File: src/rtl/magnitude_framer.sv
// magnitude_framer: groups a strobed magnitude stream into frames of
// 2^FRAME_LEN_LOG2 samples and reports the truncated mean and the peak of
// each completed frame, with a one-cycle strobe and a wrapping frame index.
// The peak tracker is only built when MAGNITUDE_FRAMER_PEAK_EN is defined;
// otherwise peak_out is tied to zero.
module magnitude_framer #(
    parameter int DATA_IN_BITS     = 17,
    parameter int FRAME_LEN_LOG2   = 8,
    parameter int FRAME_COUNT_BITS = 16
) (
    input  logic                        clk,
    input  logic                        rst,
    input  logic                        data_in_ready,
    input  logic [DATA_IN_BITS-1:0]     data_in,
    input  logic                        frame_flush,
    output logic [DATA_IN_BITS-1:0]     avg_out,
    output logic [DATA_IN_BITS-1:0]     peak_out,
    output logic [FRAME_COUNT_BITS-1:0] frame_count,
    output logic                        frame_out_ready
);

    localparam int ACC_W = DATA_IN_BITS + FRAME_LEN_LOG2;

    localparam logic [FRAME_LEN_LOG2-1:0]   CNT_LAST  = {FRAME_LEN_LOG2{1'b1}};
    localparam logic [FRAME_LEN_LOG2-1:0]   CNT_ZERO  = {FRAME_LEN_LOG2{1'b0}};
    localparam logic [FRAME_LEN_LOG2-1:0]   CNT_ONE   = {{(FRAME_LEN_LOG2-1){1'b0}}, 1'b1};
    localparam logic [ACC_W-1:0]            ACC_ZERO  = {ACC_W{1'b0}};
    localparam logic [DATA_IN_BITS-1:0]     DATA_ZERO = {DATA_IN_BITS{1'b0}};
    localparam logic [FRAME_COUNT_BITS-1:0] FC_ZERO   = {FRAME_COUNT_BITS{1'b0}};
    localparam logic [FRAME_COUNT_BITS-1:0] FC_ONE    = {{(FRAME_COUNT_BITS-1){1'b0}}, 1'b1};

    // Unsigned maximum of two samples.
    function automatic logic [DATA_IN_BITS-1:0] max_u(
        input logic [DATA_IN_BITS-1:0] a,
        input logic [DATA_IN_BITS-1:0] b
    );
        if (a >= b) begin
            max_u = a;
        end else begin
            max_u = b;
        end
    endfunction

    // Sample count doubles as the frame state: zero means EMPTY.
    logic [FRAME_LEN_LOG2-1:0]   sample_cnt_r, sample_cnt_nxt_s;
    logic [ACC_W-1:0]            acc_r, acc_nxt_s;
    logic [ACC_W-1:0]            sum_s;
    logic [ACC_W-1:0]            avg_wide_s;
    logic [ACC_W-1:0]            data_ext_s;
    logic [DATA_IN_BITS-1:0]     avg_r, avg_nxt_s;
    logic [FRAME_COUNT_BITS-1:0] frame_count_r, frame_count_nxt_s;
    logic                        strobe_r, strobe_nxt_s;
    logic                        last_s;

    // A frame completes only on its last sample when no flush overrides it.
    assign last_s     = data_in_ready && !frame_flush && (sample_cnt_r == CNT_LAST);
    assign data_ext_s = {{FRAME_LEN_LOG2{1'b0}}, data_in};
    assign sum_s      = acc_r + data_ext_s;
    assign avg_wide_s = sum_s >> FRAME_LEN_LOG2;

    // Next-state for accumulator, sample counter and the mean/count outputs.
    always_comb begin
        acc_nxt_s         = acc_r;
        sample_cnt_nxt_s  = sample_cnt_r;
        avg_nxt_s         = avg_r;
        frame_count_nxt_s = frame_count_r;
        strobe_nxt_s      = 1'b0;
        if (frame_flush) begin
            // Flush drops the partial frame; a coincident sample starts the next one.
            if (data_in_ready) begin
                acc_nxt_s        = data_ext_s;
                sample_cnt_nxt_s = CNT_ONE;
            end else begin
                acc_nxt_s        = ACC_ZERO;
                sample_cnt_nxt_s = CNT_ZERO;
            end
        end else if (last_s) begin
            avg_nxt_s         = avg_wide_s[DATA_IN_BITS-1:0];
            frame_count_nxt_s = frame_count_r + FC_ONE;
            strobe_nxt_s      = 1'b1;
            acc_nxt_s         = ACC_ZERO;
            sample_cnt_nxt_s  = CNT_ZERO;
        end else if (data_in_ready) begin
            acc_nxt_s        = sum_s;
            sample_cnt_nxt_s = sample_cnt_r + CNT_ONE;
        end else begin
            acc_nxt_s        = acc_r;
            sample_cnt_nxt_s = sample_cnt_r;
        end
    end

    // State and output registers for the mean path.
    always_ff @(posedge clk or negedge rst) begin
        if (!rst) begin
            acc_r         <= ACC_ZERO;
            sample_cnt_r  <= CNT_ZERO;
            avg_r         <= DATA_ZERO;
            frame_count_r <= FC_ZERO;
            strobe_r      <= 1'b0;
        end else begin
            acc_r         <= acc_nxt_s;
            sample_cnt_r  <= sample_cnt_nxt_s;
            avg_r         <= avg_nxt_s;
            frame_count_r <= frame_count_nxt_s;
            strobe_r      <= strobe_nxt_s;
        end
    end

    assign avg_out         = avg_r;
    assign frame_count     = frame_count_r;
    assign frame_out_ready = strobe_r;

`ifdef MAGNITUDE_FRAMER_PEAK_EN
    logic [DATA_IN_BITS-1:0] peak_run_r, peak_run_nxt_s;
    logic [DATA_IN_BITS-1:0] peak_out_r, peak_out_nxt_s;
    logic [DATA_IN_BITS-1:0] peak_cand_s;

    // Running peak follows the same flush/last rules as the accumulator.
    always_comb begin
        peak_cand_s    = max_u(peak_run_r, data_in);
        peak_run_nxt_s = peak_run_r;
        peak_out_nxt_s = peak_out_r;
        if (frame_flush) begin
            if (data_in_ready) begin
                peak_run_nxt_s = data_in;
            end else begin
                peak_run_nxt_s = DATA_ZERO;
            end
        end else if (last_s) begin
            peak_out_nxt_s = peak_cand_s;
            peak_run_nxt_s = DATA_ZERO;
        end else if (data_in_ready) begin
            peak_run_nxt_s = peak_cand_s;
        end else begin
            peak_run_nxt_s = peak_run_r;
        end
    end

    // Peak state and output registers.
    always_ff @(posedge clk or negedge rst) begin
        if (!rst) begin
            peak_run_r <= DATA_ZERO;
            peak_out_r <= DATA_ZERO;
        end else begin
            peak_run_r <= peak_run_nxt_s;
            peak_out_r <= peak_out_nxt_s;
        end
    end

    assign peak_out = peak_out_r;
`else
    assign peak_out = DATA_ZERO;
`endif

endmodule

File: config.mk
export PLATFORM = sky130hd
export DESIGN_NAME = magnitude_framer
export DESIGN_NICKNAME = d
export VERILOG_FILES = /design/src/rtl/magnitude_framer.sv
export SDC_FILE = /design/constraint.sdc
export NUM_CORES = 1
export LEC_CHECK = 0
export ABC_AREA = 1
export CORE_MARGIN = 4
export CORE_UTILIZATION = 46
export CTS_CLUSTER_SIZE = 40
export DETAILED_ROUTE_END_ITERATION = 16
export DONT_BUFFER_PORTS = 1
export GPL_ROUTABILITY_DRIVEN = 0
export GPL_TIMING_DRIVEN = 0
export PLACE_DENSITY = 0.71
export SYNTH_ARGS = -nofsm -noshare
export SYNTH_HDL_FRONTEND = slang
export SYNTH_SLANG_ARGS = --single-unit
File: constraint.sdc
create_clock -name clk -period 2.4 [get_ports clk]
set_input_delay 0.48 -clock clk [delete_from_list [all_inputs] [get_ports clk]]
set_output_delay 0.48 -clock clk [all_outputs]
set_load 0.05 [all_outputs]
* Word-level counts from Yosys, hierarchy flattened
Index checks and enable logic that the tools add are counted.
** Storage, ports and cells
- Register bits after elaboration :: 67
- Word-level logic and storage cells :: 25
** Cells by class
- $add $sub $neg :: 3
- Eq/ne operators :: 1
- Mux-type cells :: 10
- Bitwise gates (word level) :: 1
- Reduce and logical (&&, ||, !) cells :: 5
** Operators with widths (number)
- $mux 25 :: 3
- $add 25x17->25 :: 1
- $mux 8 :: 3
- $mux 17 :: 1
- $add 16x1->16 const B :: 1
- $add 8x1->8 const B :: 1
- $eq 8x8->1 const B :: 1
- $mux 1 :: 3
- $reduce_bool 3->1 :: 1
- $logic_and 1x1->1 :: 2
- $reduce_and 2->1 :: 1
- $logic_not 1->1 :: 1
- $not 1->1 :: 1

* Longest topological paths before layout
Gate-level depths: netlist of the first run.
- Word-level depth :: 5
- Mapped depth :: 14
- Gate-level depth less buffers :: 14

* Worst setup path after synthesis of the first run
Ideal clock, no wire load.
- Path kind :: in2reg
- From :: in data_in[0]
- To :: reg acc_r[12]
- Library setup time :: 0.116 ns
- Arrival time :: 1.782 ns
- Setup slack :: 0.501 ns
- Cell stages on the path :: 13
- Buffers on the path :: 0
- Path through :: ha_1 inv_1 fa_1 inv_1 nand2_1 nand2_1 nand3b_1 nand2_1 nand2_1 nand3_1 nand3_1 nand2_1 nand2_1
** Between the ends
- Word-level cells in the longest chain between the ends :: 4
** RTL lines
- start: declaration :: RTL line 14 : input logic [DATA_IN_BITS-1:0] data_in,
- $add 25x17->25 :: RTL line 58 : assign sum_s = acc_r + data_ext_s;
- $mux 25 :: RTL line 83 : end else if (data_in_ready) begin
- $mux 25 :: RTL line 77 : end else if (last_s) begin
- $mux 25 :: RTL line 68 : if (frame_flush) begin
- end signal: assignment :: RTL line 101 : acc_r <= acc_nxt_s;
- end: declaration :: RTL line 46 : logic [ACC_W-1:0] acc_r, acc_nxt_s;
Every way passes these cells. The select of a mux whose other input is x is not followed.
A chain may end at the register's enable or synchronous reset.

* Final worst setup path of the first run
- From :: reg acc_r[0]
- To :: reg acc_r[12]
** Between the ends
- Word-level cells in the longest chain between the ends :: 4
** RTL lines (RTL line)
- $add 25x17->25 :: 58
- $mux 25 :: 83
- $mux 25 :: 77
- $mux 25 :: 68
Every way passes these cells. The select of a mux whose other input is x is not followed.

==> results of run 1 <==
-- metal layers --
metal	up-vias	track usage [%]
met2	151	33.8
li1	2262	-
met1	2048	26.7
met5	-	0
met3	30	6.74
met4	0	8.54
-- flip-flops by register name (all words and copies together) (netlist names) --
signal,cells
frame_out_ready,1
acc_r,25
frame_count,16
sample_cnt_r,8
avg_out,17
-- power by group through the flow --
stage          sequential (uW)  clock, uW  combinational, uW
2_1_floorplan             1220          0                648
3_3_place_gp              1230          0                778
3_5_place_dp              1230          0                801
4_1_cts                   1210       1070                834
5_1_grt                   1220       1120                955
6_report                  1210       1050                847
-- per-stage QoR --
step	utilization, %	cells
4_1_cts	51.7	884
3_5_place_dp	49.2	867
2_1_floorplan	-	731
3_3_place_gp	49.2	867
5_1_grt	51.7	884
6_report	51.7	884
-- kinds of logic (layout without fill, tap and decap cells) --
kind of cell | count (synthesis) | after routing
buf+inv | 135 | 152
other cells | 1 | 17
flops | 67 | 67
fa+ha+maj | 20 | 20
simple gates | 415 | 415
xor+xnor | 21 | 21
compound gates | 56 | 56
-- cell type report --
| type | count | area, um^2 | share of cell area, % |
|---|---|---|---|
| Multi-Input combinational cell | 529 | 2590 | 48.7 |
| Tap cell | 136 | 170 | 3.20 |
| Clock inverter | 5 | 77.6 | 1.46 |
| Clock buffer | 10 | 138 | 2.59 |
| Timing Repair Buffer | 2 | 37.5 | 0.707 |
| Sequential cell | 67 | 1680 | 31.6 |
| Inverter | 103 | 389 | 7.33 |
| Buffer | 32 | 234 | 4.41 |
-- cells in the final DEF (no fill, tap or decap), drive strengths merged --
master         n
ha            19
o21ai         18
o2111ai        2
clkinv         4
a31oi          1
xor2          11
buf           27
nand3b         4
and3           1
o211ai         9
xnor2         10
o21a           7
a21oi         15
clkbuf        16
dfrtp         67
nor3           7
nand2        265
clkinvlp       1
dlygate4sd3    1
bufinv         2
nand3         64
inv          101
nor2          64
conb          17
fa             1
o22ai          4
nand4         10
-- path summary, 6_finish.rpt --
check | endpoint | startpoint | depth (start not counted)
max | acc_r[12] | acc_r[0] | 13
min in group asynchronous | frame_count[7] | rst | 2
min | sample_cnt_r[6] | frame_flush | 1
min reg2reg | acc_r[16] | acc_r[16] | 2
max in group asynchronous | acc_r[7] | rst | 2
max reg2reg | acc_r[12] | acc_r[0] | 13
==> flow_metrics.py, run 1 <==
metrics = {
    "worst_setup_path": {
        "cp_num_buf_inv": 2,
        "required_ns": 2.65,
        "rrSetupSlack_ns": 0.30,
        "start_kind": "register",
        "path_class": "register to register",
        "worstPathArrival_ns": 2.36,
        "path_cells": "ha_1, inv_1, fa_1, inv_1, nand2_1, nand2_1, nand3b_1, nand2_1, nand2_1, nand3_1, nand3_1, nand2_1, nand2_1",
        "crit_family": "simple AND/OR/NAND/NOR gates",
        "max_stage_delay_ns": 0.36,
        "end_kind": "register",
        "slowest_stage": "fa_1",
        "crit_fanout": 5,
        "path_common_cell": "nand2_1",
    },
    "timing": {
        "drv_slew": 0,
        "worst_slack_ns": 0.298,
        "tns_ns": 0,
        "hold_violations": 0,
        "holdWs_ns": 0.188,
        "max_slew_margin_pct": 56.7,
        "fin_worst_skew_ns": 0.00631,
        "rsz0062_at_grt": "no",
        "tightestPinTransition_ns": 0.649,
        "fin_crit_sh_pct": 87.6,
        "fin_crit_ns": 2.10,
        "timing.fmax_mhz": 476,
        "setup_violations": 0,
    },
    "synthesis": {
        "synthCells": 715,
        "syn_area_per_cell_um2": 6.75,
        "ys_async_sr_fraction_pct": 100,
        "synth_most_common_cell": "nand2_1",
        "yosys.area_share.adder_pct": 5.34,
        "yosysSeqAreaShare_pct": 34.7,
        "muxShareOfSynthArea_pct": 0,
        "synth_xor_area_share_pct": 3.81,
        "synth_top_family_by_area": "simple AND/OR/NAND/NOR gates",
        "synthFlopType": "dfrtp_1",
        "yosys-top-cells-area": "dfrtp_1 (35%), nand2_1 (21%), inv_1 (7.7%)",
        "netlist_area_um2": 4830,
        "synth_top_cell_area_share_pct": 34.7,
        "yosysTopAreaCell": "dfrtp_1",
        "synth_common_cells": "nand2_1 (265), inv_1 (99), dfrtp_1 (67), nand3_1 (63), nor2_1 (61)",
        "ys_warn_count": 0,
        "synth_cell_types": 34,
        "synthSimpleGateAreaFrac_pct": 36.1,
        "synth_compound_area_share_pct": 7.02,
        "ys_seq_elements": 67,
        "synth_edf_count": 0,
    },
    "min_path": {
        "hold_path.class": "input port to register",
    },
    "route": {
        "wl_met2_um": 5820,
        "wl_per_cell_um": 14.3,
        "drc_errors": 0,
        "via_per_inst": 5.08,
        "drtPass1Iterations": 5,
        "finalWirelength_um": 12600,
        "num_vias": 4491,
        "met3_length_um": 964,
        "ant_nets": 0,
        "top_layer": "met4",
        "first_iter_violations": 314,
        "drt-met1-wl_um": 5470,
    },
    "place": {
        "hpwl_um": 9730,
        "portBuffers": 0,
        "place_ws_ns": 0.190,
        "dpl-instance-area_um2": 5060,
    },
    "power": {
        "p_sw_share_pct": 34.0,
        "p_per_area_nw_per_um2": 585,
        "finalPower_uw": 3110,
        "comb_power_share_pct": 27.3,
        "peakVddDrop_mv": 0.454,
        "p_seq_share_pct": 39.0,
        "p_leak_uw": 0.00296,
        "p_int_uw": 2050,
        "clock_power_share_pct": 33.7,
        "switching_power_uw": 1050,
    },
    "global_route": {
        "grt_start_max_net_pins": 68,
        "grt-ovfl-total": 0,
        "grt_pass1_wl_um": 21200,
        "antenna_found_initial": 0,
        "grt_pass1_vias": 4386,
        "grt_use_total_pct": 21.2,
    },
    "floorplan": {
        "row_count": 37,
        "ios": 72,
        "die_area_um2": 12200,
        "die-height_um": 110,
        "fp.coreArea_um2": 10300,
        "start_util_pct": 47.0,
        "die_w_um": 110,
    },
    "final_layout": {
        "n_fill_cell": 1027,
        "syn2layout_area_growth_pct": 10.0,
        "fin_area_um2": 5310,
        "nets": 785,
        "antenna_cells": 0,
        "drive_gt1_share_pct": 7.22,
    },
    "clock_tree": {
        "cts.repair.resized": 0,
        "ctsHoldBuffers": 2,
        "numClockSinks": 67,
        "htreeDepth": 3,
        "cts-root-buf": "clkbuf_8",
        "cts_tree": "built",
        "cts_made_buffers": 9,
        "clk_pin_slew_ns": 0.07,
        "cts_buffer_depth": 2,
        "cts_setup_buffers": 0,
        "insertion_delay_ns": 0.36,
    },
    "outcome": {
        "status": "finished, final reports clean",
    },
    "flow_run": {
        "cap_violations": 0,
    },
}
Note: power is estimated with default switching activity, not from simulation.
==> run 2, diff against run 1 <==
- SETUP_SLACK_MARGIN: unset -> 0.5
==> run 2 against run 1 <==
  * The run now ends with negative hold slack left
  * Sequential power is essentially flat
  * Non-clock buffer count grew 5
  * First-iteration DRC count grew 8.0%
  * Via count grew 1.6%
  * Final cell count grew 0.57%
  * Combinational power grew 22%
  * Largest cell class unchanged
  * Critical path type unchanged
  * Global-route usage shrank 0.053 points
  * Cell area grew 7.1%
  * Clock power is essentially flat
  * Highest routed layer unchanged
  * Die area is the same
==> flow_metrics.py, run 2 (synthesis gave the netlist of run 1 again) <==
metrics = {
    "route": {
        "ant_nets": 0,
        "drt-met1-wl_um": 5520,
        "wl_per_cell_um": 14.7,
        "wl_met2_um": 6190,
        "met3_length_um": 1070,
        "drtPass1Iterations": 5,
        "finalWirelength_um": 13100,
        "top_layer": "met4",
        "via_per_inst": 5.13,
        "first_iter_violations": 339,
        "drc_errors": 0,
        "num_vias": 4563,
    },
    "flow_run": {
        "cap_violations": 0,
    },
    "place": {
        "dp_cells": 867,
        "portBuffers": 0,
        "hpwl_um": 9730,
    },
    "floorplan": {
        "die_w_um": 110,
        "fp.coreArea_um2": 10300,
        "die-height_um": 110,
        "start_util_pct": 47.0,
        "ios": 72,
        "row_count": 37,
        "die_area_um2": 12200,
    },
    "clock_tree": {
        "cts-root-buf": "clkbuf_8",
        "cts_tree": "built",
        "numClockSinks": 67,
        "cts_buffer_depth": 2,
        "htreeDepth": 3,
        "insertion_delay_ns": 0.36,
        "clk_pin_slew_ns": 0.07,
        "cts_made_buffers": 9,
    },
    "global_route": {
        "antenna_found_initial": 0,
        "grt_start_max_net_pins": 68,
        "grt-ovfl-total": 0,
        "grt_pass1_vias": 4395,
        "grt_pass1_wl_um": 21100,
        "grt_use_total_pct": 21.1,
    },
    "min_path": {
        "hold_path.class": "input port to asynchronous set/reset pin",
    },
    "worst_setup_path": {
        "required_ns": 2.65,
        "critPathCapture": "acc_r[8]",
        "end_kind": "register",
        "timing.rr.end": "acc_r[8]",
        "r2r-start": "acc_r[0]",
        "startpoint": "acc_r[0]",
        "reg2regPathDepth": 13,
        "crit_fanout": 4,
        "worstPathArrival_ns": 2.18,
        "path_class": "register to register",
        "rrSetupSlack_ns": 0.48,
        "start_kind": "register",
    },
    "final_layout": {
        "antenna_cells": 0,
        "final_cell_mix": "nand2_1 (252), inv_1 (97), dfrtp_1 (65), nand3_1 (53), nor2_1 (51)",
        "n_fill_cell": 978,
        "nets": 790,
        "seqCellArea_um2": 1680,
        "drive_gt1_share_pct": 15.5,
        "final_cells": 889,
        "mostFrequentLayoutCell": "nand2_1",
        "fin_util_pct": 55.4,
        "top_register": "acc_r",
        "syn2layout_area_growth_pct": 17.9,
        "multi_input_area_um2": 2930,
        "largest_register_ffs": 25,
    },
    "timing": {
        "timing.fmax_mhz": 520,
        "tns_ns": 0,
        "fin_crit_sh_pct": 80.2,
        "setup_violations": 0,
        "hold_violations": 67,
        "max_slew_margin_pct": 53.0,
        "fin_crit_ns": 1.92,
        "fin_worst_skew_ns": 0.00575,
        "tightestPinTransition_ns": 0.705,
        "holdWs_ns": -0.193,
        "rsz0062_at_grt": "yes",
        "drv_slew": 0,
    },
    "outcome": {
        "failed_checks": "negative hold slack",
        "status": "finished, violations left",
    },
    "power": {
        "p_int_uw": 2190,
        "switching_power_uw": 1120,
        "clock_power_share_pct": 31.7,
        "p_seq_share_pct": 37.2,
        "p_leak_uw": 0.00301,
        "p_sw_share_pct": 33.8,
        "peakVddDrop_mv": 0.505,
        "p_per_area_nw_per_um2": 580,
        "comb_power_share_pct": 31.1,
    },
}
==> run 2: how the worst min path moves through the flow <==
stage | from | end | slack (ns) | cells after the start
after detailed placement | rst | frame_count[9] | 0.19 | 0
after floorplan | rst | acc_r[0] | 0.18 | 0
after global routing | rst | frame_count[8] | -0.21 | 0
after CTS | rst | frame_count[7] | -0.21 | 0
final | rst | frame_count[8] | -0.19 | 0
after global placement | rst | frame_count[9] | 0.19 | 0
==> run 2: final cells by class <==
cell class                 instances  share of cell area [%]
clock buffer                      10                    2.42
timing repair buffer               7                    1.14
clock inverter                     5                    1.36
multi-input combinational        529                    51.6
sequential                        67                    29.5
tap                              136                    2.99
inverter                         103                    6.90
buffer                            32                    4.11
==> run 2: routing by layer <==
layer	track usage (%)	up-vias
met3	7.23	32
met4	7.72	0
li1	-	2268
met1	26.4	2096
met2	33.9	167
met5	0	-
==> run 2: worst max-delay path, stage by stage (launching register included) <==
cell and delay (ns):
dfrtp_1 0.36, ha_2 0.19, inv_2 0.05, fa_2 0.35
inv_4 0.09, nand2_2 0.05, nand2_1 0.05, nand3b_1 0.11
nand2_4 0.13, buf_12 0.11, xnor2_2 0.11, nand2_1 0.06
nand3_1 0.10, nand2_1 0.06
==> run 2: power by group through the flow <==
stage	Combinational, uW	Clock [uW]	Sequential (uW)
floorplan	648	0	1220
global placement	778	0	1230
detailed placement	801	0	1230
CTS	821	1070	1210
global route	1130	1130	1230
finish	1030	1050	1230
==> run 2: per-stage QoR <==
step	setup slack [ns]	area (um^2)	power (uW)
after global placement	0.224	5060	2010
after global routing	0.360	5690	3490
after detailed placement	0.190	5060	2030
after floorplan	0.501	4890	1870
final	0.476	5690	3300
after CTS	0.508	5310	3110
==> run 2: what timing repair did <==
item | CTS | global route
buffers inserted | 1 | 6
endpoints found under the hold margin | 67 | 67
endpoints found under the setup margin | 16 | 33
gates resized for setup | 11 | 58
pin swaps | 1 | 14
==> run 3, diff against run 2 <==
- clock period: 2.4 -> 1.8 ns (I/O delays scaled with it)
==> run 3 against run 2 <==
  * The flow finishes with violations (negative hold slack, negative setup slack)
  * Worst setup slack worse by 0.65 ns
  * Critical path depth up 1
  * Global-route usage up 4.0 points
  * Final cell count up 4.8%
  * Power up 53%
  * Count of clock-buffer cells in the layout up 2
  * Fmax down 2.7%
  * Cell area up 29%
  * Clock power up 30%
  * Largest cell class unchanged
  * Largest power group is now combinational logic
==> flow_metrics.py, run 3 (synthesis gave the netlist of run 1 again) <==
metrics = {
    "power": {
        "p_sw_share_pct": 38.9,
        "comb_power_share_pct": 40.6,
        "p_per_area_nw_per_um2": 691,
        "switching_power_uw": 1970,
        "p_seq_share_pct": 32.5,
        "clock_power_share_pct": 26.9,
        "p_leak_uw": 0.00362,
        "p_int_uw": 3090,
        "finalPower_uw": 5060,
        "peakVddDrop_mv": 0.455,
    },
    "route": {
        "wl_per_cell_um": 18.3,
        "drtPass1Iterations": 6,
        "finalWirelength_um": 17100,
        "ant_nets": 0,
        "via_per_inst": 5.67,
        "drc_errors": 0,
        "num_vias": 5281,
        "first_iter_violations": 539,
    },
    "place": {
        "dp_cells": 867,
        "hpwl_um": 9800,
        "dpl-instance-area_um2": 5500,
        "portBuffers": 0,
    },
    "worst_setup_path": {
        "required_ns": 2.09,
        "worstPathArrival_ns": 2.27,
        "cp_num_buf_inv": 2,
        "start_kind": "register",
        "crit_family": "simple AND/OR/NAND/NOR gates",
        "path_class": "register to register",
        "startpoint": "acc_r[0]",
        "path_depth": 14,
        "end_kind": "register",
        "slowest_stage": "dfrtp_1",
        "crit_fanout": 4,
        "path_cells": "ha_4, inv_2, fa_2, inv_4, nand2_4, nand2_2, nand3b_1, nand2_4, nand2_4, nand2_2, nand2_2, nand3_2, nand2_1, nand2_1",
        "reg2regPathDepth": 14,
        "max_stage_delay_ns": 0.39,
        "r2r-start": "acc_r[0]",
    },
    "timing": {
        "tightestPinTransition_ns": 0.806,
        "setup_violations": 15,
        "hold_violations": 67,
        "fin_crit_ns": 1.98,
        "max_slew_margin_pct": 46.3,
        "holdWs_ns": -0.324,
        "drv_slew": 0,
        "fin_worst_skew_ns": 0.0147,
        "fin_crit_sh_pct": 110,
        "worst_slack_ns": -0.176,
        "timing.fmax_mhz": 506,
        "rsz0062_at_grt": "yes",
    },
    "floorplan": {
        "die-height_um": 110,
        "die_area_um2": 12200,
        "row_count": 37,
        "die_w_um": 110,
        "fp.coreArea_um2": 10300,
        "start_util_pct": 47.0,
        "ios": 72,
    },
    "final_layout": {
        "final_cells": 932,
        "mostFrequentLayoutCell": "nand2_1",
        "nets": 832,
        "final_cell_mix": "nand2_1 (159), inv_1 (79), nand2_2 (70), buf_4 (48), nand2_4 (34)",
        "syn2layout_area_growth_pct": 51.8,
        "antenna_cells": 0,
        "fin_area_um2": 7330,
        "drive_gt1_share_pct": 48.4,
        "largest_register_ffs": 25,
        "top_register": "acc_r",
    },
    "global_route": {
        "grt_start_max_net_pins": 68,
        "grt-ovfl-total": 0,
        "antenna_found_initial": 0,
        "grt_pass1_vias": 4955,
        "grt_use_total_pct": 25.2,
        "grt_pass1_wl_um": 25100,
    },
    "clock_tree": {
        "clk_pin_slew_ns": 0.09,
        "cts_buffer_depth": 2,
        "cts-root-buf": "clkbuf_8",
        "cts_tree": "built",
        "numClockSinks": 67,
        "cts_made_buffers": 9,
        "htreeDepth": 3,
        "insertion_delay_ns": 0.37,
    },
    "min_path": {
        "hold_path.class": "input port to asynchronous set/reset pin",
    },
    "flow_run": {
        "cap_violations": 0,
    },
    "outcome": {
        "status": "finished, violations left",
        "failed_checks": "negative hold slack, negative setup slack",
    },
}
==> run 3: cell types whose count changed in the layout (fill, tap and decap cells not counted), sizes merged <==
cell,delta
buf,+41
clkinvlp,-1
clkinv,+3
clkbuf,+2
bufinv,-1
inv,-1
==> run 3: path summary, 6_finish.rpt <==
kind,to,slack (ns)
setup / recovery,acc_r[12],-0.18
hold / removal,acc_r[1],-0.32
setup reg to reg,acc_r[12],-0.18
hold reg to reg,acc_r[24],0.53
max in group asynchronous,avg_out[15],2.00
min in group clk,sample_cnt_r[6],0.06
==> run 3: cell type report <==
| type | count | area [um^2] |
|---|---|---|
| Clock buffer | 12 | 155 |
| Timing Repair inverter | 1 | 16.3 |
| Sequential cell | 67 | 1730 |
| Clock inverter | 4 | 48.8 |
| Buffer | 32 | 289 |
| Fill cell | 704 | 2950 |
| Tap cell | 136 | 170 |
| Timing Repair Buffer | 48 | 548 |
| Inverter | 103 | 435 |
| Multi-Input combinational cell | 529 | 3940 |
==> run 3: stage by stage <==
| step | setup TNS (ns) | setup WS (ns) | hold slack (ns) | util (%) |
|---|---|---|---|---|
| 3_3_place_gp | -0.391 | -0.0946 | 0.0660 | 53.5 |
| 6_report | -1.23 | -0.176 | -0.324 | 71.3 |
| 2_1_floorplan | 0 | 0.125 | 0.0644 | - |
| 5_1_grt | -3.14 | -0.220 | -0.337 | 71.3 |
| 3_5_place_dp | -0.680 | -0.120 | 0.0658 | 53.5 |
| 4_1_cts | -0.206 | -0.0374 | -0.326 | 64.0 |
==> run 3: layer usage <==
layer | vias up | global-route usage [%] | part of all wire (%)
li1 | 2370 | - | -
met1 | 2501 | 32.4 | 37
met5 | - | 0 | 0
met3 | 97 | 4.93 | 9.0
met2 | 313 | 41.7 | 48
met4 | 0 | 9.77 | 6.0
==> run 3: timing repair <==
action,CTS,global route
pin swaps,55,80
setup endpoints to repair,88,79
buffers inserted,26,14
hold endpoints to repair,67,67
resized for setup,131,181
gates cloned,9,0
==> run 3: worst register-to-register path, delay by kind of cell (launching register included) <==
family / cells / cell delay (ns)
simple gates: 10 / 0.91
flops: 1 / 0.39
fa+ha+maj: 2 / 0.50
buf+inv: 2 / 0.12
==> run 3: power by group through the flow <==
stage | Clock [uW] | Combinational (uW) | Sequential, uW
after floorplan | 0 | 1040 | 1660
after global placement | 0 | 1240 | 1670
after detailed placement | 0 | 1260 | 1670
after CTS | 1360 | 1530 | 1640
after global routing | 1440 | 2190 | 1650
final | 1360 | 2060 | 1640
